**src/rtl/hcsr04_multi_ctrl_pkg.sv**
```systemverilog
// Shared definitions for the multi-channel HC-SR04 controller:
// state encodings, debug codes and default timing constants.
package hcsr04_multi_ctrl_pkg;

  typedef enum logic [3:0] {
    ST_INICIAL       = 4'd0,
    ST_PREPARACAO    = 4'd1,
    ST_ENVIA_TRIGGER = 4'd2,
    ST_ESPERA_ECHO   = 4'd3,
    ST_MEDIDA        = 4'd4,
    ST_ARMAZENA      = 4'd5,
    ST_INTERVALO     = 4'd6,
    ST_FINAL         = 4'd15
  } state_e;

  localparam logic [3:0] DB_ILLEGAL = 4'd14;

  localparam int DEF_N_CH           = 2;
  localparam int DEF_TRIG_CYCLES    = 500;
  localparam int DEF_TIMEOUT_CYCLES = 1_500_000;
  localparam int DEF_GAP_CYCLES     = 3_000_000;

  // Legal states report their own encoding; anything else reports the illegal code.
  function automatic logic [3:0] db_code(input state_e st);
    case (st)
      ST_INICIAL, ST_PREPARACAO, ST_ENVIA_TRIGGER, ST_ESPERA_ECHO,
      ST_MEDIDA, ST_ARMAZENA, ST_INTERVALO, ST_FINAL: db_code = st;
      default: db_code = DB_ILLEGAL;
    endcase
  endfunction

  function automatic int max3(input int a, input int b, input int c);
    int m;
    m = (a > b) ? a : b;
    return (m > c) ? m : c;
  endfunction

endpackage

```
**src/rtl/hcsr04_multi_ctrl_sync.sv**
```systemverilog
// Parametrised-width two-flop synchronizer with asynchronous active-low clear.
module hcsr04_sync #(
  parameter int W = 1
) (
  input  logic         clock,
  input  logic         reset_n,
  input  logic [W-1:0] d,
  output logic [W-1:0] q
);

  logic [W-1:0] meta_r;
  logic [W-1:0] sync_r;

  // Two-stage capture of the asynchronous inputs.
  always_ff @(posedge clock or negedge reset_n) begin
    if (!reset_n) begin
      meta_r <= '0;
      sync_r <= '0;
    end else begin
      meta_r <= d;
      sync_r <= meta_r;
    end
  end

  assign q = sync_r;

endmodule

```
**src/rtl/hcsr04_multi_ctrl.sv**
```systemverilog
// Multi-channel HC-SR04 controller: sweeps the sensors in order, generates the
// trigger, times the echo width with one shared timer and reports one result per channel.
module hcsr04_multi_ctrl
  import hcsr04_multi_ctrl_pkg::*;
#(
  parameter int N_CH           = DEF_N_CH,
  parameter int TRIG_CYCLES    = DEF_TRIG_CYCLES,
  parameter int TIMEOUT_CYCLES = DEF_TIMEOUT_CYCLES,
  parameter int GAP_CYCLES     = DEF_GAP_CYCLES,
  localparam int CH_W          = (N_CH > 1) ? $clog2(N_CH) : 1,
  localparam int MW            = $clog2(TIMEOUT_CYCLES + 1)
) (
  input  logic            clock,
  input  logic            reset_n,
  input  logic            medir,
  input  logic            continuo,
  input  logic [N_CH-1:0] echo,
  output logic [N_CH-1:0] trigger,
  output logic [MW-1:0]   medida,
  output logic [CH_W-1:0] canal,
  output logic            valido,
  output logic            timeout,
  output logic            pronto,
  output logic            ocupado,
  output logic [3:0]      db_estado
);

  localparam int TW = $clog2(max3(TRIG_CYCLES, TIMEOUT_CYCLES, GAP_CYCLES) + 1);

  state_e          state_r, state_nx_s;
  logic [TW-1:0]   timer_r, timer_nx_s;
  logic [CH_W-1:0] idx_r, idx_nx_s;
  logic            tmo_r, tmo_nx_s;
  logic [N_CH-1:0] echo_sync_s;
  logic            echo_sel_s;
  logic [N_CH-1:0] trigger_dec_s;

  logic [N_CH-1:0] trigger_r;
  logic [MW-1:0]   medida_r;
  logic [CH_W-1:0] canal_r;
  logic            valido_r;
  logic            timeout_r;
  logic            pronto_r;
  logic            ocupado_r;
  logic [3:0]      db_estado_r;

  hcsr04_sync #(.W(N_CH)) u_sync (
    .clock   (clock),
    .reset_n (reset_n),
    .d       (echo),
    .q       (echo_sync_s)
  );

  assign echo_sel_s = echo_sync_s[idx_r];

  // State, timer, channel index and timeout flag registers.
  always_ff @(posedge clock or negedge reset_n) begin
    if (!reset_n) begin
      state_r <= ST_INICIAL;
      timer_r <= '0;
      idx_r   <= '0;
      tmo_r   <= 1'b0;
    end else begin
      state_r <= state_nx_s;
      timer_r <= timer_nx_s;
      idx_r   <= idx_nx_s;
      tmo_r   <= tmo_nx_s;
    end
  end

  // Next-state logic; the timer saturates at TIMEOUT_CYCLES in MEDIDA and never wraps.
  always_comb begin
    state_nx_s = state_r;
    timer_nx_s = timer_r;
    idx_nx_s   = idx_r;
    tmo_nx_s   = tmo_r;
    case (state_r)
      ST_INICIAL: begin
        if (medir) begin
          state_nx_s = ST_PREPARACAO;
          idx_nx_s   = '0;
        end else begin
          state_nx_s = ST_INICIAL;
        end
      end
      ST_PREPARACAO: begin
        timer_nx_s = '0;
        state_nx_s = ST_ENVIA_TRIGGER;
      end
      ST_ENVIA_TRIGGER: begin
        if (timer_r == TW'(TRIG_CYCLES - 1)) begin
          state_nx_s = ST_ESPERA_ECHO;
          timer_nx_s = '0;
        end else begin
          timer_nx_s = timer_r + TW'(1);
        end
      end
      ST_ESPERA_ECHO: begin
        // The rise cycle is the first counted cycle of the echo width.
        if (echo_sel_s) begin
          state_nx_s = ST_MEDIDA;
          timer_nx_s = TW'(1);
        end else if (timer_r == TW'(TIMEOUT_CYCLES - 1)) begin
          state_nx_s = ST_ARMAZENA;
          tmo_nx_s   = 1'b1;
        end else begin
          timer_nx_s = timer_r + TW'(1);
        end
      end
      ST_MEDIDA: begin
        if (!echo_sel_s) begin
          state_nx_s = ST_ARMAZENA;
          tmo_nx_s   = 1'b0;
        end else if (timer_r >= TW'(TIMEOUT_CYCLES - 1)) begin
          state_nx_s = ST_ARMAZENA;
          timer_nx_s = TW'(TIMEOUT_CYCLES);
          tmo_nx_s   = 1'b1;
        end else begin
          timer_nx_s = timer_r + TW'(1);
        end
      end
      ST_ARMAZENA: begin
        timer_nx_s = '0;
        state_nx_s = ST_INTERVALO;
      end
      ST_INTERVALO: begin
        if (timer_r == TW'(GAP_CYCLES - 1)) begin
          timer_nx_s = '0;
          if (idx_r < CH_W'(N_CH - 1)) begin
            idx_nx_s   = idx_r + CH_W'(1);
            state_nx_s = ST_PREPARACAO;
          end else begin
            state_nx_s = ST_FINAL;
          end
        end else begin
          timer_nx_s = timer_r + TW'(1);
        end
      end
      ST_FINAL: begin
        if (continuo) begin
          state_nx_s = ST_PREPARACAO;
          idx_nx_s   = '0;
        end else begin
          state_nx_s = ST_INICIAL;
        end
      end
      default: begin
        state_nx_s = ST_INICIAL;
        timer_nx_s = '0;
        idx_nx_s   = '0;
        tmo_nx_s   = 1'b0;
      end
    endcase
  end

  // One-hot trigger decode for the selected channel.
  always_comb begin
    trigger_dec_s = '0;
    if (state_r == ST_ENVIA_TRIGGER) begin
      trigger_dec_s[idx_r] = 1'b1;
    end else begin
      trigger_dec_s = '0;
    end
  end

  // Output registers; the result fields only change when a measurement is stored.
  always_ff @(posedge clock or negedge reset_n) begin
    if (!reset_n) begin
      trigger_r   <= '0;
      medida_r    <= '0;
      canal_r     <= '0;
      valido_r    <= 1'b0;
      timeout_r   <= 1'b0;
      pronto_r    <= 1'b0;
      ocupado_r   <= 1'b0;
      db_estado_r <= 4'd0;
    end else begin
      trigger_r   <= trigger_dec_s;
      valido_r    <= (state_r == ST_ARMAZENA);
      pronto_r    <= (state_r == ST_FINAL);
      ocupado_r   <= (state_r != ST_INICIAL);
      db_estado_r <= db_code(state_r);
      if (state_r == ST_ARMAZENA) begin
        medida_r  <= tmo_r ? MW'(TIMEOUT_CYCLES) : timer_r[MW-1:0];
        canal_r   <= idx_r;
        timeout_r <= tmo_r;
      end else begin
        medida_r  <= medida_r;
        canal_r   <= canal_r;
        timeout_r <= timeout_r;
      end
    end
  end

  assign trigger   = trigger_r;
  assign medida    = medida_r;
  assign canal     = canal_r;
  assign valido    = valido_r;
  assign timeout   = timeout_r;
  assign pronto    = pronto_r;
  assign ocupado   = ocupado_r;
  assign db_estado = db_estado_r;

endmodule

```
**config.mk**
```make
export PLATFORM = sky130hd
export DESIGN_NAME = hcsr04_multi_ctrl
export DESIGN_NICKNAME = d
export VERILOG_FILES = /design/src/rtl/hcsr04_multi_ctrl_pkg.sv /design/src/rtl/hcsr04_multi_ctrl_sync.sv /design/src/rtl/hcsr04_multi_ctrl.sv
export SDC_FILE = /design/constraint.sdc
export NUM_CORES = 1
export LEC_CHECK = 0
export BUFFER_PORTS_ARGS = -buffer_cell sky130_fd_sc_hd__buf_2
export CAP_MARGIN = 40
export CELL_PAD_IN_SITES_DETAIL_PLACEMENT = 1
export CELL_PAD_IN_SITES_GLOBAL_PLACEMENT = 1
export CORE_MARGIN = 4
export CORE_UTILIZATION = 45
export CTS_BUF_LIST = sky130_fd_sc_hd__clkbuf_8
export CTS_CLUSTER_DIAMETER = 40
export CTS_CLUSTER_SIZE = 28
export DETAILED_ROUTE_END_ITERATION = 8
export GPL_ROUTABILITY_DRIVEN = 0
export PLACE_DENSITY_LB_ADDON = 0.08
export REMOVE_ABC_BUFFERS = 1
export SLEW_MARGIN = 15
export SYNTH_ARGS = -nofsm -noshare
export SYNTH_HDL_FRONTEND = slang
export SYNTH_SLANG_ARGS = --single-unit
export TNS_END_PERCENT = 100
```
**constraint.sdc**
```tcl
create_clock -name clock -period 7.9 [get_ports clock]
set_input_delay 1.58 -clock clock [delete_from_list [all_inputs] [get_ports clock]]
set_output_delay 1.58 -clock clock [all_outputs]
set_load 0.05 [all_outputs]
```
==> summary.md <==
| Metric | Value |
|---|---|
| Worst R2R End | `state_r[1]` |
| Sw power | `approximately 150 uW` |
| Final Hold Fails | `0` |
| Layout overhead on the synthesized area | `12.46%` |
| Final setup margin | `4.582 ns` |
| DP HPWL | `approximately 6600 um` |
| Area occupied by multi-input gates | `approximately 1700 sq um` |
| Vias per cell | `5.894` |
| Worst EP required | `a little over 8 ns` |
| Worst EP arrival | `3.55 ns` |
| Async S/R FF share, synth | `100.0%` |
| Tcrit/Tclk final | `42.00%` |
| Max VDD drop | `~0.000085 V` |
| Post-synthesis xor/xnor area fraction | `0.2536%` |
| Via count | `3012` |
| Die height | `95.60 um` |
| Crit. End Element | `flop` |
| Distinct cells, synth | `54` |
| Largest net degree at the start of global routing | `65` |
| Post-CTS setup buffer count | `0` |
| N_diodes | `0` |
| Post-cts resize count | `0` |
| Number of DRC markers in iteration 0 | `189` |
| Commonest register cell after synthesis | `dfrtp_1` |
| Grt ovf | `0` |
| Synth Area in Adders | `less than 1%` |
| Synth Instances | `~380` |
| CP most frequent cell | `and4_1` |
| CTS buffer count | `9` |
| Min Tclk post-route | `3.318 ns` |
| CP cell instances | `ha_1, and4_1, and4b_1, and4_1, a2111oi_4, o31ai_4, and2b_1, a221o_2` |
| Number of global-route vias before repair | `3237` |
| Max incr delay on CP | `between 0.7 and 0.8 ns` |
| Start point of the critical path | `timer_r[0]` |
| Fin nets | `414` |
| Number of synthesis warnings | `0` |
| Clk slew on worst S/H paths | `0.07 ns` |
| Non-filler cells, final | `511` |
| TNS Setup | `0 ns` |
| Worst hold path stage count | `0` |
| IO Port Bufs | `37` |
| Slew headroom | `49.49%` |
| Pins Over Slew Limit | `0` |
| Highest Clock Rate | `about 0.3 GHz` |
| Clock power share | `50.7%` |
| Root buffer cell | `clkbuf_8` |
| Crit path max-delay family | `compound AO/OA/AOI/OAI gates` |
| Area share of the largest cell type after synthesis | `46.38%` |
| Register area | `1602 sq um` |
| EDFF count, synth | `0` |
| Inst Count DP | `494` |
| Seq/Total Area, Yosys | `approximately 46%` |
| Unrepaired setup endpoints after global routing | `no` |
| Synth Area in Simple Gates | `between 20% and 30%` |
| Layout cells sized above 1 | `18.45%` |
| Mux cell area share after synthesis | `0.9420%` |
| Drt first pass iters | `4` |
| DIE AREA | `9139 sq um` |
| Worst-Skew Late Latency | `roughly 0.35 ns` |
| Routed wire length | `between 9000 and 10000 um` |
| CP Launch Type | `flop` |
| Commonest non-fill, non-tap cell in the layout | `nand2_1` |
| Wire per inst | `19.36 um` |
| TritonCTS clock tree | `yes` |
| Residual DRC count | `0` |
| Total Power | `688.3 uW` |
| Commonest cells after routing, fill and taps aside | `nand2_1, dfrtp_1, o21ai_0` |
| FF+latch count, synth | `64` |
| Power Internal | `~540 uW` |
| Starting density of the core | `46.86%` |
| Max-Cap Viols | `0` |
| Max FO, Critical Path | `15` |
| I/O pins | `38` |
| Switching share of power | `roughly a fifth` |
| H-tree depth | `3` |
| Type of the worst min-delay path | `reg2reg` |
| Syn Std Cell Area | `3453 sq um` |
| Crit path depth | `8` |
| Total global-route track usage | `around a quarter` |
| P_leak | `1.903 nW` |
| Worst-case reg-to-reg path depth | `8` |
| DP Worst Slack | `between 4 and 5 ns` |
| Setup slack, reg-to-reg | `roughly 4.6 ns` |
| Global-route wire length before repair | `16290 um` |
| Initial antenna violation count | `0` |
| Core ar. | `7370 sq um` |
| Die X | `95.60 um` |
| Final core utilization | `a little over half` |
| Fillers | `890` |
| Cell Pwr Density | `177.2 nW/um^2` |
| Slew @ Worst Pin | `0.7577 ns` |
| Final setup viols | `0` |
| CP Capture Point | `state_r[1]` |
| Comb power frac | `1.5%` |
| Synth area leader | `dfrtp_1` |
| Maximum clock path buffer count | `2` |
| Top cells by area, synth | `dfrtp_1, nand2_1, o21ai_0` |
| Part of the power in registers | `47.8%` |
| Average size of a mapped cell | `approximately 9.0 sq um` |
| Slowest CP cell | `a2111oi_4` |
| Post-synthesis compound-gate area fraction | `19.31%` |
| Antenna-violating nets left | `0` |
| Crit Reg-Reg Startpoint | `timer_r[0]` |
| Hold buffer count at cts | `0` |
| Status | `complete, no violations` |
| Main combinational cell family by area after synthesis | `simple AND/OR/NAND/NOR gates` |
| WP buf/inv | `0` |
| Post-Route Skew | `0.008239 ns` |
| Clock Sinks | `64` |
| Crit Path Class | `reg2reg` |
| # rows | `31` |
[through the flow]
stage | area, sq um | hold WS [ns]
2_1_floorplan | 3296 | 0.3312
3_3_place_gp | 3620 | 0.3322
3_5_place_dp | 3620 | 0.3363
4_1_cts | 3864 | 0.3525
5_1_grt | 3884 | 0.3639
6_report | 3884 | 0.3517
[cell families (layout without fill, tap and decap cells)]
group,Yosys count,count (layout)
adders and majority gates,1,1
xor gates and xnor gates,1,1
and+or+nand+nor,187,187
muxes,3,3
AOI/OAI and AO/OA,95,95
DFF,64,64
buffers and inverters,31,61
[flip-flops by register name, indices dropped and copies added (netlist names)]
| signal | flops |
|---|---|
| u_sync.q | 2 |
| medida | 21 |
| timer_r | 22 |
| u_sync.meta_r | 2 |
| ocupado | 1 |
| state_r | 4 |
| tmo_r | 1 |
| trigger | 2 |
| pronto | 1 |
| valido | 1 |
| db_estado | 4 |
| idx_r | 1 |
| timeout | 1 |
| canal | 1 |
[cell usage after synthesis (all sizes together) (8+ instances only)]
master	instances
a21oi	11
dfrtp	64
nand3b	12
nor2	25
o21ai	42
nor3	8
a22o	9
nand4	8
nand3	8
clkbuf	16
nand2	74
buf	10
[worst min-delay path by stage]
stage,from,endpoint
2_1_floorplan,u_sync.meta_r[0],u_sync.q[0]
6_report,u_sync.meta_r[1],u_sync.q[1]
3_5_place_dp,u_sync.meta_r[1],u_sync.q[1]
3_3_place_gp,u_sync.meta_r[1],u_sync.q[1]
4_1_cts,u_sync.meta_r[1],u_sync.q[1]
5_1_grt,u_sync.meta_r[0],u_sync.q[0]
[power groups by stage]
stage	sequential [mW]	clock, mW	combinational, mW
6_report	0.329	0.349	0.0106
5_1_grt	0.329	0.371	0.0127
4_1_cts	0.329	0.354	0.0102
3_5_place_dp	0.335	0	0.0101
3_3_place_gp	0.335	0	0.00991
2_1_floorplan	0.335	0	0.00121
[layout make-up]
class	instances	share of cell area (%)
clock buffer	9	3.189
clock inverter	7	3.093
inverter	5	0.4832
multi-input combinational	287	43.14
sequential	64	41.24
tap	99	3.189
timing repair buffer	40	5.670
[routing by layer]
layer | wire, um | track usage, % | vias to the layer above | part of all wire, %
li1 | - | - | 1419 | -
met1 | 4361 | 30.27 | 1493 | 44
met2 | 4866 | 39.03 | 90 | 49
met3 | 542 | 4.893 | 10 | 5.5
met4 | 122 | 8.649 | 0 | 1.2
met5 | 0 | 0 | - | 0
No activity file was read; power rests on OpenSTA's default activity.
